File: src/rtl/pipe_reg_mux_n.sv
// Parametrised 0..4 stage input register chain with per-stage valid tracking,
// synchronous flush, occupancy count and a runtime output tap select.

module pipe_reg_stage #(
    parameter int               WIDTH   = 18,
    parameter logic [WIDTH-1:0] RST_VAL = '0
) (
    input  logic             clk,
    input  logic             rst,
    input  logic             ce,
    input  logic             clr,
    input  logic [WIDTH-1:0] d,
    input  logic             d_vld,
    output logic [WIDTH-1:0] q,
    output logic             q_vld
);
    always_ff @(posedge clk) begin
        if (!rst || clr) begin
            q     <= RST_VAL;
            q_vld <= 1'b0;
        end else if (ce) begin
            q     <= d;
            q_vld <= d_vld;
        end
    end
endmodule

module pipe_reg_mux_n #(
    parameter int               WIDTH   = 18,
    parameter int               DEPTH   = 2,
    parameter logic [WIDTH-1:0] RST_VAL = '0
) (
    input  logic             clk,
    input  logic             rst,
    input  logic             ce,
    input  logic             clr,
    input  logic             in_valid,
    input  logic [WIDTH-1:0] in,
    input  logic [2:0]       tap_sel,
    output logic [WIDTH-1:0] out,
    output logic             out_valid,
    output logic [2:0]       fill_cnt,
    output logic             sel_err
);
    if (DEPTH < 0 || DEPTH > 4) begin : g_bad_depth
        $error("pipe_reg_mux_n: DEPTH must be 0..4");
    end
    if (WIDTH < 1 || WIDTH > 48) begin : g_bad_width
        $error("pipe_reg_mux_n: WIDTH must be 1..48");
    end

    assign sel_err = (tap_sel > 3'(DEPTH));

    if (DEPTH == 0) begin : g_bypass
        logic unused_ctl;
        assign unused_ctl = ^{clk, rst, ce, clr};
        assign out        = in;
        assign out_valid  = in_valid;
        assign fill_cnt   = 3'd0;
    end else begin : g_chain
        // Index 0 is the live input so tap_sel maps straight onto the pipe index.
        logic [DEPTH:0][WIDTH-1:0] data_pipe;
        logic [DEPTH:0]            vld_pipe;
        logic [DEPTH:1]            vld_nxt;
        logic [2:0]                cnt_nxt;
        logic [2:0]                tap;

        assign data_pipe[0] = in;
        assign vld_pipe[0]  = in_valid;

        for (genvar k = 1; k <= DEPTH; k++) begin : g_stage
            pipe_reg_stage #(.WIDTH(WIDTH), .RST_VAL(RST_VAL)) u_stage (
                .clk  (clk),
                .rst  (rst),
                .ce   (ce),
                .clr  (clr),
                .d    (data_pipe[k-1]),
                .d_vld(vld_pipe[k-1]),
                .q    (data_pipe[k]),
                .q_vld(vld_pipe[k])
            );
        end

        // Count the valid bits the stages will hold after this edge.
        always_comb begin
            vld_nxt = vld_pipe[DEPTH:1];
            if (!rst || clr)
                vld_nxt = '0;
            else if (ce)
                vld_nxt = vld_pipe[DEPTH-1:0];
            cnt_nxt = 3'd0;
            for (int k = 1; k <= DEPTH; k++)
                cnt_nxt = cnt_nxt + 3'(vld_nxt[k]);
        end

        always_ff @(posedge clk) begin
            fill_cnt <= cnt_nxt;
        end

        always_comb begin
            tap       = sel_err ? 3'(DEPTH) : tap_sel;
            out       = data_pipe[0];
            out_valid = vld_pipe[0];
            for (int k = 1; k <= DEPTH; k++) begin
                if (tap == 3'(k)) begin
                    out       = data_pipe[k];
                    out_valid = vld_pipe[k];
                end
            end
        end
    end
endmodule

File: config.mk
export PLATFORM = sky130hd
export DESIGN_NAME = pipe_reg_mux_n
export DESIGN_NICKNAME = d
export VERILOG_FILES = /design/src/rtl/pipe_reg_mux_n.sv
export SDC_FILE = /design/constraint.sdc
export NUM_CORES = 1
export LEC_CHECK = 0
export CORE_UTILIZATION = 52
export DETAILED_ROUTE_END_ITERATION = 12
export PLACE_DENSITY = 0.93
export SLEW_MARGIN = 40
export SYNTH_ARGS = -nofsm -noshare
export SYNTH_HDL_FRONTEND = slang
export SYNTH_SLANG_ARGS = --single-unit
File: constraint.sdc
create_clock -name clk -period 3 [get_ports clk]
set_input_delay 0.45 -clock clk [delete_from_list [all_inputs] [get_ports clk]]
set_output_delay 0.45 -clock clk [all_outputs]
set_load 0.1 [all_outputs]
**After elaboration in Yosys (flattened, before gate mapping)**

Index checks and enable logic that the tools add are counted.

- Add/subtract/negate cells: 1
- Multipliers: 0
- Divide/modulo/power cells: 0
- Order comparisons: 1
- Eq/ne operators: 2
- Shift-type cells: 0
- Mux-type cells: 7
- Bitwise operators: 0
- Reductions and logical operators: 2

Operators with widths:

| cell | count |
|---|---|
| $mux 18 | 2 |
| $mux 2 | 2 |
| $eq 3x1->1 const B | 1 |
| $eq 3x2->1 const B | 1 |
| $gt 3x2->1 const B | 1 |
| $mux 3 | 1 |
| $add 1x1->2 | 1 |
| $mux 1 | 2 |
| $logic_not 1->1 | 1 |
| $logic_or 1x1->1 | 1 |

- Flip-flop bits (word level): 40
- Latch bits: 0
- RAM bits: 0
- Bits in read-only memories: 0
- Bits of input ports: 26
- Output and inout port bits: 23
- Logic and storage cells: 18
- Memories: 0

**Longest topological paths before layout**

Gate-level depths: netlist (run 1).

- Depth in word-level cells: 5
- Mapped depth: 4
- Gate-level depth less buffers: 3

**Cells and area by module**

From an unflattened synthesis (run 1), not the netlist that was laid out.

- Cells, all modules: 201
- Area total of the unflattened synthesis: 1931.9 um^2

Modules (own cells, without submodules):

| module | times used | cells each | area each (um^2) | seq. area each (um^2) |
|---|---|---|---|---|
| pipe_reg_stage | 2 | 62 | 694.4 | 380.4 |
| pipe_reg_mux_n | 1 | 77 | 543.0 | 40.0 |

**Worst setup path after synthesis (run 1)**

No wires, ideal clock.

- Path type: in2out
- Start: input tap_sel[2]
- End: output out[0]
- Arrival time: 2.925 ns
- Data required time: 2.550 ns
- Path slack: -0.375 ns
- Cell stages on the path: 3
- Path buffers: 1
- Cell sequence: or2_1 -> buf_6 -> o21ai_0

- Word-level cells in the longest chain between the ends: 5
- Elaborated cells between the ends (all ways): 6
- Those cells by class: 1 x order compare; 2 x eq/ne; 3 x mux

RTL lines:

| what | RTL line | text |
|---|---|---|
| from (decl) | 39 | `input logic [2:0] tap_sel,` |
| $gt 3x2->1 | 52 | `assign sel_err = (tap_sel > 3'(DEPTH));` |
| $mux 3 * | 101 | `tap = sel_err ? 3'(DEPTH) : tap_sel;` |
| $eq 3x1->1 | 105 | `if (tap == 3'(k)) begin` |
| $mux 18 | 105 |  |
| $mux 18 * | 105 |  |
| to (decl) | 40 | `output logic [WIDTH-1:0] out,` |

Every way passes the cells marked *; elsewhere a longest branch is shown, timed or not.

**Worst setup path after layout (run 1)**

- Start: input tap_sel[0]
- End: output out[5]

Same word-level chain as after synthesis.

==> results of run 1 <==
metal layers:
metal  track usage  wire, um  vias up
li1              -         -      761
met1         0.280      1770      748
met2         0.407      2110       46
met3        0.0580       164        6
met4        0.0698        54        0
met5             0         0        -
cells by family (layout without fill, tap and decap cells):
family / after synthesis / count (layout) / synth area share
buf+inv: 17 / 61 / 0.0612
compound gates: 39 / 39 / 0.106
simple gates: 42 / 42 / 0.0874
flops: 40 / 40 / 0.430
fa+ha+maj: 1 / 1 / 0.00672
other cells: 1 / 1 / 0.00201
mux: 57 / 57 / 0.306
cell type report:
class,count,area share
multi-input combinational,140,0.365
sequential,40,0.308
timing repair buffer,54,0.280
clock buffer,7,0.0251
tap,46,0.0222
cells in the mapped netlist:
library cell                n
sky130_fd_sc_hd__ha_1       1
sky130_fd_sc_hd__conb_1     1
sky130_fd_sc_hd__o21ai_0   28
sky130_fd_sc_hd__dfxtp_1   40
sky130_fd_sc_hd__buf_6      5
sky130_fd_sc_hd__o21ai_1   10
sky130_fd_sc_hd__buf_4      3
sky130_fd_sc_hd__nand2b_1   1
sky130_fd_sc_hd__clkbuf_1   8
sky130_fd_sc_hd__or2_1      1
sky130_fd_sc_hd__mux2i_1   57
sky130_fd_sc_hd__buf_2      1
sky130_fd_sc_hd__nor2_1    40
sky130_fd_sc_hd__a21o_1     1
sequential cells by signal (all words and copies together) (netlist names):
name,count
fill_cnt,2
g_chain.g_stage.u_stage.q_vld,2
g_chain.g_stage.u_stage.q,36
final timing paths:
check | slack [ps] | end | cells past startpoint | from
max | 470 | out[5] | 5 | tap_sel[0]
min | 500 | g_chain.g_stage[2].u_stage.q[15]$_SDFFE_PP0P_ | 2 | g_chain.g_stage[2].u_stage.q[15]$_SDFFE_PP0P_
max reg2reg | 1990 | fill_cnt[0]$_DFF_P_ | 3 | g_chain.g_stage[1].u_stage.q_vld$_SDFFE_PP0P_
min reg2reg | 500 | g_chain.g_stage[2].u_stage.q[15]$_SDFFE_PP0P_ | 2 | g_chain.g_stage[2].u_stage.q[15]$_SDFFE_PP0P_
report_power, final:
part	switching (mW)	leakage (nW)	internal [mW]
clock network	0.162	0.0374	0.133
registers	0.00729	0.324	0.542
logic	0.163	0.745	0.110
worst reg2reg max path, delay by kind of cell, from the launching register on:
kind	cells	cell delay, ps
muxes	1	200
adders and majority gates	1	290
DFF	1	330
and+or+nand+nor	1	70
through the flow:
stage	util	worst slack (ps)	total power, mW	hold slack, ps
detailed placement	0.747	485	0.833	475
global route	0.766	387	1.17	528
floorplan	-	-375	0.734	453
CTS	0.766	469	1.12	501
global placement	0.747	489	0.828	465
finish	0.766	471	1.12	500
==> results.md, run 1 <==
Synthesis:
- The count of cell types in the netlist is 14.
- Dividing the synthesized area by the synthesized cell count gives around 9.5 um^2.
- The yosys synthesis warning count is 0.
- Synthesis produced 197 cells.
- Summed over all instances, the cell type with the most area after synthesis is sky130_fd_sc_hd__dfxtp_1.
- The total of flip-flops plus latches after synthesis is 40.
- In this run the cell area of the synthesized design comes to 1860 um^2.
- The share of synthesized area in the top cell type comes to 0.430.
- Yosys attributes the largest share of cell area to sky130_fd_sc_hd__dfxtp_1 43%, sky130_fd_sc_hd__mux2i_1 31%, sky130_fd_sc_hd__nor2_1 8.1%, sky130_fd_sc_hd__o21ai_0 7.5%, sky130_fd_sc_hd__buf_6 3.0%.
- The post-synthesis net count is around 220.
- Of the synthesized area, sequential elements account for 0.430.

Hold path:
- The worst hold path belongs to the class reg2reg.

Place:
- After detailed placement, the total cell area comes to 2530 um^2.
- The post-DP HPWL is 2.80 mm.
- Routability-driven placement finished with a final weighted congestion of 0.802.
- The port buffer count is 47.
- The cell count after placement is 280.

Final layout:
- The sequential standard cell area is 801 um^2.
- The synthesis-to-layout area growth is 39.4%.
- The area used by multi-input combinational logic is about 950 um^2.
- With fillers left out, the area of the finished cells amounts to 2600 um^2.
- The library cells used most frequently in the layout, excluding fill and tap cells, are 57 x sky130_fd_sc_hd__mux2i_1, 40 x sky130_fd_sc_hd__nor2_1, 40 x sky130_fd_sc_hd__dfxtp_1, 28 x sky130_fd_sc_hd__o21ai_0, 24 x sky130_fd_sc_hd__clkdlybuf4s50_1.
- 0 antenna diodes ended up in the layout.
- After the last flow step, the layout net total stands at 268.
- Of the cells placed in the final design, the portion with a size suffix greater than 1 is 0.154.
- Leaving out fill and tap cells, the most frequent cell in the layout is sky130_fd_sc_hd__mux2i_1.
- Counting the fill cells in the layout gives 211.
- The finished layout holds 287 standard cells, fillers aside.

Critical path:
- The number of buffers and inverters on the critical path is 3.
- For the worst setup path, the data arrival time is 2080 ps.
- Of all nets on the critical path, the largest fanout is 7.
- STA puts the critical path data required time at 2550 ps.
- The critical path start-end classification is in2out.
- The critical path goes through clkdlybuf4s50_1, buf_4, mux2i_1, o21ai_0, buf_12.
- The sort of element at the end of the critical path is a primary output.
- The cell type group with the largest total delay on the critical path is buffers and inverters.
- The worst setup path is launched from an input port.
- The standard cell with the maximum stage delay on the critical path is sky130_fd_sc_hd__clkdlybuf4s50_1.
- The highest cell delay on the worst timing path is between 700 and 800 ps.

Clock tree:
- The buffer count from post-CTS setup fixing is 0.
- The clock tree synthesis step divided the H-tree into 2 levels.
- The clock net sink count is 40.
- TritonCTS built the clock tree.
- After clock tree synthesis, the clock-pin slew on the worst setup and hold paths is 110 ps.
- After clock tree synthesis, the repair step resized 0 gates.
- The clock latency at the later pin of the worst-skew pair is 340 ps.
- CTS placed an instance of sky130_fd_sc_hd__clkbuf_4 at the clock tree root.
- The number of buffers added to fix hold violations after cts is 0.
- The number of buffers created by CTS is 5.
- The maximum root-to-sink buffer count is 2.

Floorplanning:
- The area of the core region is 3390 um^2.
- For this configuration, the core starts out at a cell density of 0.549.
- The die extent in x is 61.8 um.
- The number of rows in the core area is 21.
- The floorplan step defined a die boundary enclosing 3820 um^2.
- The boundary pin count is 49.
- The height of the die is 61.8 um.

GRT:
- The maximum number of pins on one net before global-route repair is 27.
- The number of global-route vias before repair is between 1000 and 1500.
- The number of antenna violations at the first check in global routing is 0.
- The first global-routing pass estimated 6.47 mm of wire.
- The total global routing track utilization is 0.232.
- The residual overflow from global routing is 0.

Power:
- The power density over the cells is around 430 nW/um^2.
- VDD sags by at most 0.357 mV.
- The analysis attributes to cell leakage a power of 1.11 nW.

Flow run:
- Max-cap violations in this run came to 0.

Timing:
- In the final timing run, aggregate negative setup slack is 0 ps.
- Clock skew on the completed layout was measured at about 5.6 ps.
- Measured against its own limit, the worst slew margin works out to 0.547.
- The fmax is 395 MHz.
- The number of max-slew violations in the final report is 0.
- Setup repair after global routing left no endpoint under its margin.
- The number of failing setup endpoints in the final timing report is 0.
- The part of the cycle the worst path needs is 0.843.
- The worst path needs 2530 ps of the cycle, external delays included.
- The final count of hold timing violations is 0.
- The slew of the pin with the lowest slew margin is 680 ps.

Routing:
- The average wire length per cell after detail routing is 14.3 um.
- The first routing iteration left 57 violations.
- The count of nets left with antenna violations once routing finished came out at 0.
- Dividing the detail-routed via count by the number of cells gives about 5.4.
- The count of unresolved DRC violations after routing is 0.
- Across all layers, the routed design uses 1561 vias.
- Before antenna repair, the detailed router went through 4 iterations.
- The sum of routed wire length over all layers is 4.11 mm.

Status:
- The run finished with clean final reports.
Note: power is estimated with default switching activity, not from simulation.
==> inputs of run 2 (changes only) <==
--- a/config.mk
+++ b/config.mk
@@ -5,9 +5,9 @@
 export SDC_FILE = /design/constraint.sdc
 export NUM_CORES = 1
 export LEC_CHECK = 0
-export CORE_UTILIZATION = 52
+export CORE_UTILIZATION = 43
 export DETAILED_ROUTE_END_ITERATION = 12
-export PLACE_DENSITY = 0.93
+export PLACE_DENSITY = 0.83
 export SLEW_MARGIN = 40
 export SYNTH_ARGS = -nofsm -noshare
 export SYNTH_HDL_FRONTEND = slang
==> constraint.sdc (replaced) <==
create_clock -name clk -period 2.2 [get_ports clk]
set_input_delay 0.33 -clock clk [delete_from_list [all_inputs] [get_ports clk]]
set_output_delay 0.33 -clock clk [all_outputs]
set_load 0.1 [all_outputs]
==> results.md, run 2 (synthesized netlist as in run 1, its figures left out) <==
Floorplanning:
- The overall die area came to 4600 um^2 (+20%).
- The boundary pin count is 49 (unchanged).
- The die extent in x was 67.8 um (+9.6%).
- The number of rows in the core area is 23 (+9.5%).
- The area of the core region is 4090 um^2 (+21%).
- The effective utilization at floorplan is 0.456 (-0.0937).
- The height of the die is 67.8 um (+9.6%).

Timing:
- The final count of hold timing violations is 0 (unchanged).
- The number of failing setup endpoints in the final timing report was 0 (unchanged).
- The number of max-slew violations in the final report is 0 (unchanged).
- The worst path in the final design needs a cycle of around 2000 ps, including I/O delays and setup.
- Setup repair after global routing left no endpoint under its margin.
- The part of the cycle the worst path needs is 0.911.
- The fmax is about 500 MHz.
- The sum of negative setup slack came to 0 ps (unchanged).
- The final clock skew is 6.44 ps (+0.884 ps).

Final layout:
- The synthesis-to-layout area growth is 40.8%.
- The post-route cell area came to 2620 um^2 (+0.96%).
- The sequential standard cell area is 801 um^2 (unchanged).
- Leaving out fill and tap cells, the most frequent cells in the layout are 57 x sky130_fd_sc_hd__mux2i_1, 40 x sky130_fd_sc_hd__nor2_1, 40 x sky130_fd_sc_hd__dfxtp_1, 24 x sky130_fd_sc_hd__clkdlybuf4s50_1, 21 x sky130_fd_sc_hd__buf_12.
- The register with the most flip-flops in the final layout is g_chain.g_stage.u_stage.q.
- Leaving out fill and tap cells, the most frequent cell in the layout is sky130_fd_sc_hd__mux2i_1.
- The number of nets in the finished design is 269 (+0.37%).
- In the final layout, the registers with the most flip-flops are g_chain.g_stage.u_stage.q x36, fill_cnt x2, g_chain.g_stage.u_stage.q_vld x2.
- The core occupancy in the finished layout is 0.641 (-0.125).
- The number of diodes added for antenna fixing is 0 (unchanged).
- The final-layout fill cell count is 328 (+55%).
- The flip-flop count of the largest register after layout is 36 (unchanged).
- The share of final-layout standard cells stronger than drive strength 1 came to 0.153 (-0.000634).
- The area used by multi-input combinational logic was 947 um^2 (unchanged).

Power:
- The internal power consumption came to 1.11 mW (+41%).
- The power density over the cells is 600 nW/um^2 (+39%).
- The peak supply drop is 0.341 mV (-4.3%).
- The switching power share of the total was 0.297 (-0.000871).
- The sequential share of power is 0.476 (-0.016).
- The net load switching power came to 0.466 mW (+40%).
- The combinational fraction of design power is 0.237 (-0.007).
- The static leakage power is 1.11 nW (+0.62%).
- The total power of the final layout is 1.57 mW (+41%).
- The part of the total power dissipated in the clock network came to 0.287 (+0.023).

GRT:
- The number of antenna violations at the first check in global routing is 0 (unchanged).
- The wire length of the first global-routing pass is 6.53 mm (+0.96%).
- The total global routing track utilization is 0.191 (-0.0415).
- The met2 track demand over resource is 0.340 (-0.0667).
- The global routing stage identified its most utilized layer as met2.
- The residual overflow from global routing is 0 (unchanged).
- The fraction of met3 tracks used by global routing is 0.0405 (-0.0174).
- The number of global-route vias before repair is 1455 (-0.55%).
- The maximum number of pins on one net before global-route repair is 26 (-3.7%).
- The global-route met1 utilization is 0.227 (-0.0537).

Critical path:
- The nature of the critical path startpoint is an input port.
- The arrival time of the worst setup path is 1670 ps (-410 ps).
- The maximum fanout encountered on the critical timing path came to 19 (+12).
- STA classifies the critical path endpoint as a primary output.
- The slack of the worst reg-to-reg path is 1240 ps (-750 ps).
- The data required time of the worst path is 1870 ps (-680 ps).
- The critical path in this run is classified as in2out.

Clock tree:
- The maximum root-to-sink buffer count was 2 (unchanged).
- The depth of the CTS H-tree was 2 (unchanged).
- The number of buffers created by CTS is 5 (unchanged).
- The clock latency at the later pin of the worst-skew pair came to 290 ps (-50 ps).
- The clock-pin slew of the registers on the worst-case setup and hold paths came to 70 ps (-40 ps).
- The buffer count from post-CTS setup fixing is 0 (unchanged).
- TritonCTS built the clock tree.
- The clock net sink count is 40 (unchanged).
- The cell at the root of the clock tree is sky130_fd_sc_hd__clkbuf_8.
- The number of buffers added to fix hold violations after cts was 0 (unchanged).
- The post-cts sizing count is 0 (unchanged).

Flow run:
- The max-cap violation count is 0 (unchanged).

Routing:
- The number of antenna-violating nets in the routed design is 0 (unchanged).
- The first-pass detailed-route iteration total is 4 (unchanged).
- The count of unresolved DRC violations after routing came to 0 (unchanged).
- The sum of routed wire length over all layers was 4.00 mm (-2.6%).
- The routed via count is 1556 (-0.32%).
- The average wire length per cell after detail routing is 13.7 um (-4.2%).
- The first-iteration detailed-routing DRC count is 66 (+16%).
- The number of vias per cell after detailed routing was 5.33 (-2.0%).

Place:
- The post-DP HPWL was 2.71 mm (-3.2%).
- The port buffer count is 47 (unchanged).
- The standard cell area after detailed placement is 2540 um^2 (+0.49%).
- The placer's final routability congestion estimate was 0.753 (-6.2%).

Status:
- The run finished with clean final reports.

Hold path:
- The path type of the worst min-delay path is reg2reg.
==> run 2: worst max-delay path, cell delays in order <==
cell                              delay, ps
sky130_fd_sc_hd__clkdlybuf4s50_1        410
sky130_fd_sc_hd__or2_1                  230
sky130_fd_sc_hd__buf_4                  210
sky130_fd_sc_hd__o21ai_1                270
sky130_fd_sc_hd__buf_12                 210
==> run 2: final cells by class <==
type | count | area share
Sequential cell | 40 | 0.305
Clock buffer | 6 | 0.0277
Clock inverter | 1 | 0.00191
Tap cell | 50 | 0.0239
Timing Repair Buffer | 55 | 0.280
Multi-Input combinational cell | 140 | 0.361
==> run 2: per-layer routing <==
layer | up-vias | wire length (um)
li1 | 763 | -
met3 | 2 | 187
met2 | 34 | 2060
met4 | 0 | 23
met1 | 757 | 1730
met5 | - | 0
==> run 2: power groups by stage <==
| stage | sequential [mW] | clock, mW | combinational [mW] |
|---|---|---|---|
| 5_1_grt | 0.750 | 0.489 | 0.393 |
| 3_5_place_dp | 0.765 | 0 | 0.372 |
| 2_1_floorplan | 0.768 | 0 | 0.234 |
| 6_report | 0.749 | 0.451 | 0.372 |
| 3_3_place_gp | 0.764 | 0 | 0.370 |
| 4_1_cts | 0.748 | 0.458 | 0.374 |
==> run 2: through the flow <==
stage	worst slack, ps	hold slack (ps)	instances
after global placement	195	465	285
after detailed placement	193	476	285
after CTS	195	493	292
after global routing	131	518	292
after floorplan	-303	453	197
final	196	490	292
==> run 2: final timing paths <==
kind | startpoint | to | depth (start not counted)
worst max-delay path | tap_sel[2] | out[7] | 5
worst min-delay path | g_chain.g_stage[2].u_stage.q[4]$_SDFFE_PP0P_ | g_chain.g_stage[2].u_stage.q[4]$_SDFFE_PP0P_ | 2
worst max register to register | g_chain.g_stage[1].u_stage.q_vld$_SDFFE_PP0P_ | fill_cnt[0]$_DFF_P_ | 3
worst min register to register | g_chain.g_stage[2].u_stage.q[4]$_SDFFE_PP0P_ | g_chain.g_stage[2].u_stage.q[4]$_SDFFE_PP0P_ | 2
==> inputs of run 3 (changes only) <==
--- a/config.mk
+++ b/config.mk
@@ -8,7 +8,9 @@
 export CORE_UTILIZATION = 43
 export DETAILED_ROUTE_END_ITERATION = 12
 export PLACE_DENSITY = 0.83
+export SKIP_CTS_REPAIR_TIMING = 1
 export SLEW_MARGIN = 40
 export SYNTH_ARGS = -nofsm -noshare
 export SYNTH_HDL_FRONTEND = slang
 export SYNTH_SLANG_ARGS = --single-unit
+export TNS_END_PERCENT = 1
==> results of run 3 <==
Same layout as run 2: the final DEF is identical, and so are final timing and power.
